<file path="config.mk">
export PLATFORM = sky130hd
export DESIGN_NAME = sram_like_slave
export DESIGN_NICKNAME = d
export VERILOG_FILES = /design/src/rtl/sram_like_slave_pkg.sv /design/src/rtl/sram_like_resp_fifo.sv /design/src/rtl/sram_like_slave.sv
export SDC_FILE = /design/constraint.sdc
export NUM_CORES = 1
export LEC_CHECK = 0
export CAP_MARGIN = 20
export CELL_PAD_IN_SITES_DETAIL_PLACEMENT = 1
export CELL_PAD_IN_SITES_GLOBAL_PLACEMENT = 1
export CORE_UTILIZATION = 44
export DETAILED_ROUTE_END_ITERATION = 10
export GPL_TIMING_DRIVEN = 0
export PLACE_DENSITY = 0.85
export SLEW_MARGIN = 5
export SYNTH_ARGS = -nofsm -noshare
export SYNTH_HDL_FRONTEND = slang
export SYNTH_SLANG_ARGS = --single-unit
</file>
<file path="constraint.sdc">
create_clock -name clk -period 20.7 [get_ports clk]
set_clock_uncertainty 0.1 [all_clocks]
set_input_delay 3.105 -clock clk [delete_from_list [all_inputs] [get_ports clk]]
set_output_delay 3.105 -clock clk [all_outputs]
set_load 0.01 [all_outputs]
</file>
<file path="src/rtl/sram_like_slave_pkg.sv">
`default_nettype none
// ============================================================================
// Module   : sram_like_slave_pkg
// Brief    : Shared size codes and response-entry layout for the sram-like slave.
// Revision : 1.0
// ============================================================================
package sram_like_slave_pkg;

  localparam logic [1:0] SIZE_BYTE = 2'd0;
  localparam logic [1:0] SIZE_HALF = 2'd1;
  localparam logic [1:0] SIZE_WORD = 2'd2;

  localparam int CD_W         = 4;
  localparam int RESP_ENTRY_W = 1 + 1 + CD_W + 32;

  typedef struct packed {
    logic            wr;
    logic            captured;
    logic [CD_W-1:0] countdown;
    logic [31:0]     data;
  } resp_entry_t;

endpackage
`default_nettype wire

</file>
<file path="src/rtl/sram_like_resp_fifo.sv">
`default_nettype none
// ============================================================================
// Module   : sram_like_resp_fifo
// Brief    : In-order response queue with per-entry SRAM data capture and
//            release countdown.
// Revision : 1.0
// ============================================================================
module sram_like_resp_fifo
  import sram_like_slave_pkg::*;
#(
  parameter int DEPTH = 4,
  parameter int DELAY = 2
) (
  input  logic        clk,
  input  logic        reset,
  input  logic        push,
  input  logic        push_wr,
  input  logic        capture,
  input  logic [31:0] capture_data,
  input  logic        pop,
  output logic        head_ready,
  output logic [31:0] head_data,
  output logic        full
);

  localparam int               PTR_W       = $clog2(DEPTH);
  localparam logic [PTR_W:0]   c_depth_cnt = (PTR_W+1)'(DEPTH);

  logic [RESP_ENTRY_W-1:0] r_mem [DEPTH];
  logic [DEPTH-1:0]        r_valid;
  logic [PTR_W-1:0]        r_head;
  logic [PTR_W-1:0]        r_tail;
  logic [PTR_W-1:0]        r_cap_ptr;
  logic [PTR_W:0]          r_count;

  resp_entry_t      w_cur [DEPTH];
  resp_entry_t      w_nxt [DEPTH];
  logic [DEPTH-1:0] w_nxt_valid;
  logic             w_capturing [DEPTH];
  resp_entry_t      w_head;
  logic             w_cap_head;

  always_comb begin
    for (int i = 0; i < DEPTH; i++) begin
      w_cur[i]       = r_mem[i];
      w_nxt[i]       = w_cur[i];
      w_nxt_valid[i] = r_valid[i];
      w_capturing[i] = capture && (r_cap_ptr == PTR_W'(i));
      if (push && (r_tail == PTR_W'(i))) begin
        w_nxt[i]       = '{wr: push_wr, captured: 1'b0, countdown: CD_W'(DELAY), data: 32'd0};
        w_nxt_valid[i] = 1'b1;
      end else if (pop && (r_head == PTR_W'(i))) begin
        w_nxt_valid[i] = 1'b0;
      end else if (r_valid[i]) begin
        if (w_capturing[i]) begin
          w_nxt[i].captured = 1'b1;
          w_nxt[i].data     = w_cur[i].wr ? 32'd0 : capture_data;
        end
        // The capture cycle already counts as the first countdown cycle.
        if ((w_cur[i].captured || w_capturing[i]) && (w_cur[i].countdown != '0)) begin
          w_nxt[i].countdown = w_cur[i].countdown - 1'b1;
        end
      end
    end
  end

  // A head entry with no delay left may release in its own capture cycle.
  assign w_head     = r_mem[r_head];
  assign w_cap_head = capture && (r_cap_ptr == r_head);
  assign head_ready = r_valid[r_head] && (w_head.captured || w_cap_head)
                      && (w_head.countdown == '0);
  assign head_data  = w_cap_head ? (w_head.wr ? 32'd0 : capture_data) : w_head.data;
  assign full       = (r_count == c_depth_cnt);

  always_ff @(posedge clk or posedge reset) begin
    if (reset) begin
      r_head    <= '0;
      r_tail    <= '0;
      r_cap_ptr <= '0;
      r_count   <= '0;
      r_valid   <= '0;
      for (int i = 0; i < DEPTH; i++) begin
        r_mem[i] <= '0;
      end
    end else begin
      for (int i = 0; i < DEPTH; i++) begin
        r_mem[i] <= w_nxt[i];
      end
      r_valid <= w_nxt_valid;
      if (push) begin
        r_tail    <= r_tail + 1'b1;
        r_cap_ptr <= r_tail;
      end
      if (pop) begin
        r_head <= r_head + 1'b1;
      end
      case ({push, pop})
        2'b10:   r_count <= r_count + 1'b1;
        2'b01:   r_count <= r_count - 1'b1;
        default: r_count <= r_count;
      endcase
    end
  end

endmodule
`default_nettype wire

</file>
<file path="src/rtl/sram_like_slave.sv">
`default_nettype none
// ============================================================================
// Module   : sram_like_slave
// Brief    : sram-like bus responder backed by a single-cycle synchronous SRAM,
//            returning in-order responses after a fixed delay.
// Revision : 1.0
// ============================================================================
module sram_like_slave
  import sram_like_slave_pkg::*;
#(
  parameter int DEPTH  = 4,
  parameter int DELAY  = 2,
  parameter int ADDR_W = 16
) (
  input  logic              clk,
  input  logic              reset,
  input  logic              req,
  input  logic              wr,
  input  logic [1:0]        size,
  input  logic [3:0]        wstrb,
  input  logic [31:0]       addr,
  input  logic [31:0]       wdata,
  output logic              addr_ok,
  output logic              data_ok,
  output logic [31:0]       rdata,
  output logic              ram_en,
  output logic [3:0]        ram_wen,
  output logic [ADDR_W-1:0] ram_addr,
  output logic [31:0]       ram_wdata,
  input  logic [31:0]       ram_rdata
);

  logic        w_full;
  logic        w_handshake;
  logic        w_head_ready;
  logic [31:0] w_head_data;
  logic [1:0]  w_size_norm;
  logic        w_addr_hi_unused;
  logic        w_unused;

  logic        r_capture;
  logic        r_data_ok;
  logic [31:0] r_rdata;

  assign addr_ok     = req && !w_full;
  assign w_handshake = req && addr_ok;

  assign ram_en    = w_handshake;
  assign ram_wen   = (w_handshake && wr) ? wstrb : 4'b0000;
  assign ram_addr  = addr[ADDR_W+1:2];
  assign ram_wdata = wdata;

  // Size is informational only; the master already lane-aligns wstrb.
  assign w_size_norm = (size == 2'd3) ? SIZE_WORD : size;

  if (ADDR_W + 2 < 32) begin : g_addr_hi
    assign w_addr_hi_unused = ^addr[31:ADDR_W+2];
  end else begin : g_no_addr_hi
    assign w_addr_hi_unused = 1'b0;
  end

  assign w_unused = ^{w_size_norm == SIZE_BYTE, w_size_norm == SIZE_HALF,
                      addr[1:0], w_addr_hi_unused};

  sram_like_resp_fifo #(
    .DEPTH (DEPTH),
    .DELAY (DELAY)
  ) u_resp_fifo (
    .clk          (clk),
    .reset        (reset),
    .push         (w_handshake),
    .push_wr      (wr),
    .capture      (r_capture),
    .capture_data (ram_rdata),
    .pop          (w_head_ready),
    .head_ready   (w_head_ready),
    .head_data    (w_head_data),
    .full         (w_full)
  );

  always_ff @(posedge clk or posedge reset) begin
    if (reset) begin
      r_capture <= 1'b0;
      r_data_ok <= 1'b0;
      r_rdata   <= 32'd0;
    end else begin
      r_capture <= w_handshake;
      r_data_ok <= w_head_ready;
      if (w_head_ready) begin
        r_rdata <= w_head_data;
      end
    end
  end

  assign data_ok = r_data_ok;
  assign rdata   = r_rdata;

endmodule
`default_nettype wire

</file>
After elaboration in Yosys (flattened, before gate mapping):

Index checks and enable logic that the tools add are counted.

* divide/modulo/power cells: 0
* shift operators: 0
* multiplexer cells: 45
* reductions and logical operators: 61
* order comparisons: 2
* multiply operators: 0
* bitwise gates (word level): 1
* equal/unequal tests: 17
* $add $sub $neg: 8

Operators by type and width (count)
* two-way mux 37 bit: 12
* two-way mux 32 bit: 10
* binary-select mux 38 bit (select 2 bit): 1
* two-way mux 38 bit: 2
* nonzero test 2 bit: 17
* AND reduction 3 bit: 8
* logical AND 1 bit: 22
* two-way mux 4 bit: 5
* nonzero test 4 bit: 4
* subtractor 4 x 1 -> 4 bit (second input constant): 4
* == test 2 bit (second input constant): 7
* two-way mux 1 bit: 13
* == test 2 x 1 -> 1 bit (second input constant): 4
* != test 2 x 1 -> 1 bit (second input constant): 4
* zero test 2 bit: 3
* case mux 3 bit (2 select lines): 1
* logical OR 1 bit: 5
* adder 2 x 1 -> 2 bit (second input constant): 2
* zero test 4 bit: 1
* adder 3 x 1 -> 3 bit (second input constant): 1
* == test 3 bit (second input constant): 1
* >= comparator 3 bit (second input constant): 1
* less-than comparator 2 x 3 -> 1 bit (second input constant): 1
* inverter 2 -> 3 bit: 1
* other kinds (4): 4

* input port bits: 106
* flip-flop bits (word level): 199
* bits in writable memories: 0
* bits in read-only memories: 0
* memories kept: 0
* bits in latches: 0
* output and inout port bits: 87
* word-level logic and storage cells: 157

Longest topological paths before layout:

Gate-level depths: netlist of run 1.

* word-level depth: 10
* mapped depth: 14

By module:

A second synthesis of run 1 with hierarchy kept.

* cells, all modules: 831
* area, all modules: 9693.0 µm²

Modules (own cells, without submodules)
* sram_like_resp_fifo: instances 1, cells an instance 706, area an instance 7880.1 µm², seq. area each 4129.0 µm²
* sram_like_slave: instances 1, cells an instance 125, area an instance 1813.0 µm², seq. area each 850.8 µm²

Worst setup path before layout of run 1:

OpenSTA, ideal clock, no wires.

* path type: input-to-output
* start point: input port req
* end point: output port ram_wen[0]
* path slack: 13306 ps
* data arrival time: 4189 ps
* stages on the path: 4
* required time: 17495 ps
* buffers on the path: 1
* cell sequence: inv_1 -> a31oi_1 -> clkbuf_1 -> and3_1

* longest elaborated chain between the ends: 4

RTL lines
* from (decl): line sram_like_slave.sv:17 `input logic req,`
* logical AND 1 bit: line sram_like_slave.sv:45 `assign addr_ok = req && !w_full;`
* net addr_ok: line sram_like_slave.sv:23 `output logic addr_ok,`
* logical AND 1 bit: line sram_like_slave.sv:46 `assign w_handshake = req && addr_ok;`
* logical AND 1 bit: line sram_like_slave.sv:49 `assign ram_wen = (w_handshake && wr) ? wstrb : 4'b0000;`
* two-way mux 4 bit: line sram_like_slave.sv:49
* to (decl): line sram_like_slave.sv:27 `output logic [3:0] ram_wen,`

The timed path passes the listed nets, and every way through them passes these cells.

Worst setup path after layout of run 1:

* start point: input port req
* end point: output port ram_wen[2]

* longest elaborated chain between the ends: 4

RTL lines (line)
* logical AND 1 bit: sram_like_slave.sv:45
* logical AND 1 bit *: sram_like_slave.sv:46
* logical AND 1 bit *: sram_like_slave.sv:49
* two-way mux 4 bit *: sram_like_slave.sv:49

Every way passes the cells marked *; elsewhere a longest branch is shown, timed or not.

==> qor.txt, run 1 <==
status = completed
Synth top area share = 51.9%
clock-pin transition on the worst setup and hold timing paths = 80 ps
Yosys top cell by area = dfrtp_1
CTS Buf Count = 17
CTS Hold Bufs = 0
Syn Nets = 955
Max IR drop VDD = 0.0784 mV
final-report hold violation count = 0
CP max-delay cell = a31oi_1
RR Startpoint = u_resp_fifo.r_head[1]
DR pass1 iterations = 5
largest net degree at the start of global routing = 124
first-pass GRT wire length = 45.8 mm
relative slew slack = 36.7%
Unique masters post-synth = 39
hold depth = 1
initial antenna violation count = 0
Max clock buf depth = 2
RSZ-0062 raised after global routing = false
num rows = 53
min Tclk post-route = 8530 ps
Port Buffers = 126
vias = 7,658
Initial Util = 45.2%
synthesized area per cell = 11.5 sq um
Hold WC Path Type = reg -> reg
Setup crit end kind = output port
CP max FO = 12
Slew @ Worst Pin = 950 ps
max cap viols = 0
most heavily used metal layer in global routing = met2
number of buffers added for setup after CTS = 0
placed inst area = 11,200 sq um
grt met1 use = 35.3%
critical path data arrival time = 5330 ps
# resized after CTS = 0
chip height = 150 microns
Achievable Freq = 117 MHz
DRC = 0
Final Util = 55.8%
FFs w/ async S/R, synth = 100%
total track usage = 27.1%
drt wl/cell = 22.7 microns
kind of critical path = in -> out
worst skew pair latency = 450 ps
CTS tree = done
setup_tns = 0 ps
flop-to-flop setup slack = 16,950 ps
GRT overflow = 0
largest stage delay on the critical path = 540 ps
FF+latch count, synth = 199
crit path launch type = input port
final hold slack = 377 ps
reg2reg path depth = 10
sequential cell area fraction in the yosys report = 51.9%
P&R area growth vs syn = 23.5%
Layout Nets = 1,102
Detailed Place HPWL = 19.0 mm
DIE AREA = 22,400 sq um
Leak = 5.23 nW
Area contributors post-synth = dfrtp_1 (52%), a22o_1 (8.8%), mux4_2 (8.2%)
Routed WL = 28.7 mm
I/O pin cnt = 193
core box area = 21,200 sq um
CTS root buffer = clkbuf_16
final non-filler cell total = 1,266
post-route cell area = 11,800 sq um
Post-synth EDFFs = 0
met3 usage = 5.58%
Worst Hold Path EP = u_resp_fifo.r_count[2]
Yosys warning count = 0
Top FF cell, synth = dfrtp_1
Tcrit/Tclk final = 41.2%
Antenna Nets Post-Route = 0
PD cells = 163 nW/um^2
CTS sink count = 199
vias in the first global route = 8,250
number of diodes = 0
Post-Syn Area = 9590 sq um
most frequent cell after synthesis = dfrtp_1
initial drt markers = 536
Post-Synthesis Cells = 831
Vias/cell = 6.05
CTS H-tree depth = 4
Worst path most repeated cell = clkdlybuf4s50_1
CP Data Required Time = 17,500 ps
global routing usage on met2 = 44.9%
chip width = 150 microns
max-slew violation count = 0
Placer Congestion = 0.826
Fillers = 2,257
# placed instances = 1,233
top cells by count, synth = dfrtp_1 (199), a22o_1 (96), nor2_1 (93)
Hold Path Origin = u_resp_fifo.r_count[2]
layout cells sized above 1 = 15.6%
Critical R2R Capture = u_resp_fifo.r_mem[134]
# setup viols final = 0
worst path cell trace = clkdlybuf4s50_1 > inv_1 > a31oi_1 > clkbuf_1 > and3_1 > clkdlybuf4s50_1
worst max path at each step:
| stage | endpoint | from | slack (ps) | cells past startpoint |
|---|---|---|---|---|
| final | ram_wen[2] | req | 12170 | 6 |
| after global routing | ram_wen[1] | req | 11980 | 6 |
| after CTS | ram_wen[3] | req | 12130 | 6 |
| after detailed placement | ram_wen[0] | req | 12140 | 6 |
| after global placement | u_resp_fifo.r_mem[1] | reset | 9310 | 2 |
| after floorplan | data_ok | reset | 12070 | 1 |
logic make-up after synthesis:
group | after synthesis | share of synthesized area (%)
AOI/OAI and AO/OA | 207 | 17.1
adders and majority gates | 18 | 2.43
muxes | 38 | 8.56
buffers and inverters | 132 | 7.65
and+or+nand+nor | 226 | 11.3
DFF | 199 | 51.9
xor gates and xnor gates | 11 | 1.00
through the flow:
| stage | total power, mW | worst slack, ps |
|---|---|---|
| after CTS | 1.93 | 12130 |
| after detailed placement | 1.57 | 12140 |
| final | 1.93 | 12170 |
| after global routing | 2.05 | 11980 |
| after global placement | 1.51 | 9310 |
| after floorplan | 1.25 | 12070 |
routing by layer:
metal / part of all wire, % / wire length [microns] / vias to the layer above
li1: - / - / 3301
met1: 42 / 12100 / 4021
met2: 50 / 14500 / 297
met3: 5.6 / 1620 / 39
met4: 1.8 / 517 / 0
met5: 0 / 0 / -
cells in the final DEF (no fill, tap or decap), drive strengths merged, types with 2 or more instances in the layout:
cell / synthesis / layout
clkbuf: 38 / 55
nand4b: 32 / 32
a31oi: 6 / 6
dfrtp: 199 / 199
mux2: 2 / 2
xnor2: 9 / 9
inv: 21 / 32
clkdlybuf4s50: 0 / 126
and3: 4 / 4
ha: 17 / 17
and2: 4 / 4
nor3: 8 / 8
a221oi: 32 / 32
clkinv: 0 / 2
a22o: 96 / 96
a31o: 8 / 8
nand4: 2 / 2
o211ai: 2 / 2
a21oi: 20 / 20
nand3: 4 / 4
mux4: 35 / 35
buf: 73 / 75
a21o: 5 / 5
xor2: 2 / 2
a2111oi: 2 / 2
nor2: 93 / 93
nand2: 75 / 75
o21ai: 34 / 34
worst max-delay path: cells and delay by family:
kind | cells | cell delay (ps)
and+or+nand+nor | 1 | 220
AOI/OAI and AO/OA | 1 | 540
buffers and inverters | 4 | 1460
registers in the layout (all words and copies together), names as in the netlist:
signal and cells:
u_resp_fifo.r_valid 4, u_resp_fifo.r_count 3, u_resp_fifo.r_head 2, data_ok 1, rdata 32, r_capture 1
u_resp_fifo.r_tail 2, u_resp_fifo.r_cap_ptr 2, u_resp_fifo.r_mem 152
power breakdown:
| group | internal, mW | total (mW) | switching [mW] | leakage, nW |
|---|---|---|---|---|
| clock | 0.174 | 0.347 | 0.173 | 0.294 |
| combinational | 0.399 | 0.884 | 0.485 | 2.37 |
| sequential | 0.573 | 0.701 | 0.128 | 2.56 |
cell type report:
type	instances	area, sq um	area share (%)
well taps	275	344	2.90
flip-flops and latches	199	4980	42.0
plain buffers	111	654	5.52
repair buffers	128	1300	11.0
multi-input cells	500	3880	32.7
clock buffers	17	425	3.59
clock inverters	15	174	1.47
inverters	21	86.3	0.729
Note: power is estimated with default switching activity, not from simulation.
==> run 2: changes to the inputs <==
--- a/config.mk
+++ b/config.mk
@@ -8,10 +8,10 @@
 export CAP_MARGIN = 20
 export CELL_PAD_IN_SITES_DETAIL_PLACEMENT = 1
 export CELL_PAD_IN_SITES_GLOBAL_PLACEMENT = 1
-export CORE_UTILIZATION = 44
+export CORE_UTILIZATION = 41
 export DETAILED_ROUTE_END_ITERATION = 10
 export GPL_TIMING_DRIVEN = 0
-export PLACE_DENSITY = 0.85
+export PLACE_DENSITY = 0.8
 export SLEW_MARGIN = 5
 export SYNTH_ARGS = -nofsm -noshare
 export SYNTH_HDL_FRONTEND = slang
==> constraint.sdc (replaced) <==
create_clock -name clk -period 8.23 [get_ports clk]
set_clock_uncertainty 0.1 [all_clocks]
set_input_delay 1.2345 -clock clk [delete_from_list [all_inputs] [get_ports clk]]
set_output_delay 1.2345 -clock clk [all_outputs]
set_load 0.01 [all_outputs]
==> run 2 against run 1 <==
Net effect: routed wire length down 1.7%; hold slack worse by 1.5 ps; total power rose to 2.5 times the previous value; non-clock buffer count unchanged; core utilization down 3.6 points; setup slack worse by 8800 ps; final cell count up 3.0%; clock power rose to 2.5 times the previous value; first-iteration DRC count down 11%; global-route usage down 2.7 points; critical path depth unchanged; sequential share of layout area down 0.15 points.
==> qor.txt, run 2 (synthesis gave the netlist of run 1 again) <==
I/O pin cnt = 193
CP Data Required Time = 6900 ps
CTS root buffer = clkbuf_16
chip width = 155 microns
relative slew slack = 32.5%
PnR worst setup slack = 3370 ps
DRC = 0
CTS Hold Bufs = 0
crit path to = ram_wen[1]
combinational share of power = 45.5%
total track usage = 24.4%
reg2reg path depth = 10
P&R area growth vs syn = 24.0%
CTS sink count = 199
GRT overflow = 0
number of diodes = 0
max cap viols = 0
Leak = 5.22 nW
CTS H-tree depth = 4
num rows = 55
final non-filler cell total = 1,304
Seq pwr share = 36.5%
most common cell after layout, fill and taps aside = dfrtp_1
largest stage delay on the critical path = 570 ps
initial antenna violation count = 0
switching power total = 1.95 mW
final hold slack = 375 ps
# setup viols final = 0
first-pass GRT wire length = 45.2 mm
most frequent cells in the layout = dfrtp_1 (199), clkdlybuf4s50_1 (126), a22o_1 (96), nor2_1 (93), nand2_1 (75)
max-slew violation count = 0
Tot Pwr = 4.84 mW
initial drt markers = 476
clock share of power = 18.0%
# resized after CTS = 0
Hold Path Origin = u_resp_fifo.r_count[2]
critical path data arrival time = 3530 ps
Sw Share = 40.3%
Routed WL = 28.2 mm
DR pass1 iterations = 5
RSZ-0062 raised after global routing = false
CP max-delay cell = a31oi_1
kind of critical path = in -> out
PD cells = 407 nW/um^2
chip height = 155 microns
crit path launch type = input port
Setup crit end kind = output port
Top reg by flops = u_resp_fifo.r_mem
clock-pin transition on the worst setup and hold timing paths = 70 ps
Detailed Place HPWL = 19.0 mm
Max clock buf depth = 2
worst path cell trace = clkdlybuf4s50_1 > inv_1 > a31oi_1 > clkbuf_1 > and3_1 > clkdlybuf4s50_1
CTS Buf Count = 17
status = completed
Hold WC Path Type = reg -> reg
Slew @ Worst Pin = 1010 ps
DIE AREA = 24,000 sq um
DP Worst Slack = 3360 ps
cell internal pwr = 2.89 mW
# placed instances = 1,271
min Tclk post-route = 4860 ps
Initial Util = 42.1%
Port Buffers = 126
drt wl/cell = 21.7 microns
CP max FO = 12
Max IR drop VDD = 0.162 mV
Achievable Freq = 206 MHz
vias = 7,631
number of buffers added for setup after CTS = 0
max FFs per register = 152
Tcrit/Tclk final = 59.1%
Final Util = 52.2%
Placer Congestion = 0.781
Critical Path Source = req
Layout Nets = 1,102
Vias/cell = 5.85
vias in the first global route = 8,144
Antenna Nets Post-Route = 0
core box area = 22,800 sq um
Critical R2R Capture = u_resp_fifo.r_mem[136]
CTS tree = done
Fillers = 2,394
worst skew pair latency = 440 ps
RR Startpoint = u_resp_fifo.r_head[1]
layout cells sized above 1 = 15.6%
largest net degree at the start of global routing = 111
final-report hold violation count = 0
Worst path most repeated cell = clkdlybuf4s50_1
flop-to-flop setup slack = 4420 ps
[run 2: changes by cell type in the layout (fill, tap and decap cells not counted), sizes merged]
| cell | previous run | this run |
|---|---|---|
| inv | 32 | 30 |
| clkinvlp | 1 | 2 |
| clkbuf | 55 | 56 |
[run 2: how the worst min path moves through the flow]
| stage | to | slack [ps] | depth (start not counted) |
|---|---|---|---|
| floorplan | u_resp_fifo.r_count[2] | 340 | 1 |
| global route | u_resp_fifo.r_count[2] | 410 | 1 |
| CTS | u_resp_fifo.r_count[2] | 380 | 1 |
| detailed placement | u_resp_fifo.r_count[2] | 360 | 1 |
| finish | u_resp_fifo.r_count[2] | 380 | 1 |
| global placement | u_resp_fifo.r_count[2] | 360 | 1 |
[run 2: stage by stage]
stage | setup TNS (ps) | cell area, sq um
after floorplan | 0 | 9590
after global placement | -249020 | 11200
after detailed placement | 0 | 11300
after CTS | 0 | 11900
after global routing | 0 | 11900
final | 0 | 11900
[run 2: critical path: cells and delay by family]
kind / cells / cell delay, ps
AO/OA/AOI/OAI: 1 / 570
buffers and inverters: 4 / 1490
AND/OR/NAND/NOR: 1 / 230
[run 2: routing by layer]
layer / global-route usage [%] / wire, microns
met4: 9.52 / 541
met3: 3.62 / 1350
met5: 0 / 0
met2: 41.1 / 14200
met1: 31.8 / 12100
[run 2: layout make-up]
class	count	area (sq um)	area share, %
Sequential cell	199	4980	41.9
Multi-Input combinational cell	500	3880	32.6
Timing Repair Buffer	128	1300	11.0
Buffer	111	654	5.50
Clock buffer	18	439	3.69
Tap cell	313	392	3.29
Clock inverter	14	156	1.32
Inverter	21	86.3	0.726
[run 2: power groups by stage]
stage	logic, mW	clock network, mW	registers, mW
after floorplan	1.45	0	1.70
after global placement	2.09	0	1.73
after detailed placement	2.19	0	1.76
after CTS	2.21	0.876	1.76
after global routing	2.41	0.917	1.81
final	2.20	0.870	1.77
==> run 3: changes to the inputs <==
==> constraint.sdc (replaced) <==
create_clock -name clk -period 4.9 [get_ports clk]
set_clock_uncertainty 0.1 [all_clocks]
set_input_delay 0.735 -clock clk [delete_from_list [all_inputs] [get_ports clk]]
set_output_delay 0.735 -clock clk [all_outputs]
set_load 0.01 [all_outputs]
==> run 3 against run 2 <==
Net effect: clock power increased by 74%; combinational power increased by 67%; total power increased by 68%; cell area increased by 0.68%; core utilization increased by 0.36 points; setup slack got worse by 2300 ps; die area unchanged; sequential power increased by 66%; first-iteration DRC count increased by 16%; critical path depth unchanged; critical path type unchanged; largest cell class unchanged; largest power group unchanged; highest routed layer unchanged.
==> qor.txt, run 3 (synthesis gave the netlist of run 1 again) <==
status = completed
Routed WL = 27.6 mm
RSZ-0062 raised after global routing = false
first-pass GRT wire length = 44.3 mm
Sw Share = 39.7%
Tcrit/Tclk final = 79.2%
largest net degree at the start of global routing = 41
clock share of power = 18.6%
I/O pin cnt = 193
Initial Util = 42.1%
chip height = 155 microns
Layout Nets = 1,105
Port Buffers = 126
clock-pin transition on the worst setup and hold timing paths = 80 ps
final non-filler cell total = 1,307
cell internal pwr = 4.89 mW
number of diodes = 0
initial drt markers = 552
number of buffers added for setup after CTS = 0
Setup crit end kind = output port
chip width = 155 microns
Max clock buf depth = 2
Seq pwr share = 36.2%
Leak = 5.26 nW
vias = 7,486
Vias/cell = 5.73
most frequent cells in the layout = dfrtp_1 (199), clkdlybuf4s50_1 (126), a22o_1 (96), nor2_1 (93), nand2_1 (75)
DR pass1 iterations = 5
final-report hold violation count = 0
# resized after CTS = 0
Top reg by flops = u_resp_fifo.r_mem
DIE AREA = 24,000 sq um
drt wl/cell = 21.1 microns
# setup viols final = 0
GRT overflow = 0
vias in the first global route = 7,929
setup_tns = 0 ps
CTS tree = done
Antenna Nets Post-Route = 0
WL met3 = 1.40 mm
initial antenna violation count = 0
Max IR drop VDD = 0.278 mV
worst skew pair latency = 450 ps
kind of critical path = in -> out
most common cell after layout, fill and taps aside = dfrtp_1
relative slew slack = 31.7%
CTS Buf Count = 17
layout cells sized above 1 = 15.9%
flop-to-flop setup slack = 1040 ps
DRT met1 WL = 12.1 mm
DRC = 0
CTS sink count = 199
crit path launch type = input port
Placer Congestion = 0.776
Slew @ Worst Pin = 1030 ps
CTS root buffer = clkbuf_16
Detailed Place HPWL = 18.7 mm
critical path data arrival time = 3040 ps
total track usage = 24.0%
CTS H-tree depth = 4
Top Metal Used = met4
PD cells = 678 nW/um^2
Achievable Freq = 258 MHz
num rows = 55
# placed instances = 1,275
Tot Pwr = 8.12 mW
Hold WC Path Type = reg -> reg
switching power total = 3.23 mW
min Tclk post-route = 3880 ps
CP Data Required Time = 4070 ps
CP max FO = 12
max-slew violation count = 0
combinational share of power = 45.2%
max FFs per register = 152
max cap viols = 0
core box area = 22,800 sq um
P&R area growth vs syn = 24.8%
metal2 WL = 13.7 mm
CTS Hold Bufs = 0
==> run 3: cell count changes in the layout (fill, tap and decap cells not counted), sizes merged <==
cell	delta
inv	-3
buf	+3
clkinv	+2
bufinv	+1
==> run 3: worst max-delay path, stage by stage <==
cell             delay, ps
clkdlybuf4s50_1        450
inv_1                   40
a31oi_1                580
clkbuf_1               470
and3_1                 220
clkdlybuf4s50_1        540
==> run 3: path summary, 6_finish.rpt <==
check | from | end | cells past startpoint
max | req | ram_wen[3] | 6
min | u_resp_fifo.r_count[0] | u_resp_fifo.r_count[0] | 1
max reg2reg | u_resp_fifo.r_head[0] | u_resp_fifo.r_count[2] | 13
min reg2reg | u_resp_fifo.r_count[0] | u_resp_fifo.r_count[0] | 1
max in group asynchronous | reset | u_resp_fifo.r_mem[109] | 4
min in group asynchronous | reset | rdata[21] | 2
==> run 3: per-layer routing <==
layer / up-vias / global-route usage (%)
met5: - / 0
met1: 3901 / 32.3
li1: 3306 / -
met3: 40 / 4.65
met2: 239 / 39.2
met4: 0 / 7.83
==> run 3: metrics by stage <==
stage	util (%)	hold WS, ps	instance area [sq um]	worst slack, ps
2_1_floorplan	-	342	9590	1490
3_3_place_gp	49.4	357	11200	-157
3_5_place_dp	49.8	373	11300	1040
4_1_cts	52.6	387	12000	986
5_1_grt	52.6	408	12000	823
6_report	52.6	380	12000	1020
==> run 3: power by group through the flow <==
stage	clock network, mW	logic [mW]	registers, mW
global route	1.59	4.03	3.02
detailed placement	0	3.67	2.94
finish	1.51	3.67	2.94
CTS	1.53	3.71	2.93
global placement	0	3.52	2.91
floorplan	0	2.43	2.85
==> run 3: layout make-up <==
class | instances | area, sq um
plain buffers | 111 | 654
clock buffers | 18 | 439
clock inverters | 14 | 184
fillers | 2383 | 10800
inverters | 21 | 82.6
multi-input cells | 500 | 3880
flip-flops and latches | 199 | 4980
well taps | 313 | 392
repair buffers | 131 | 1360
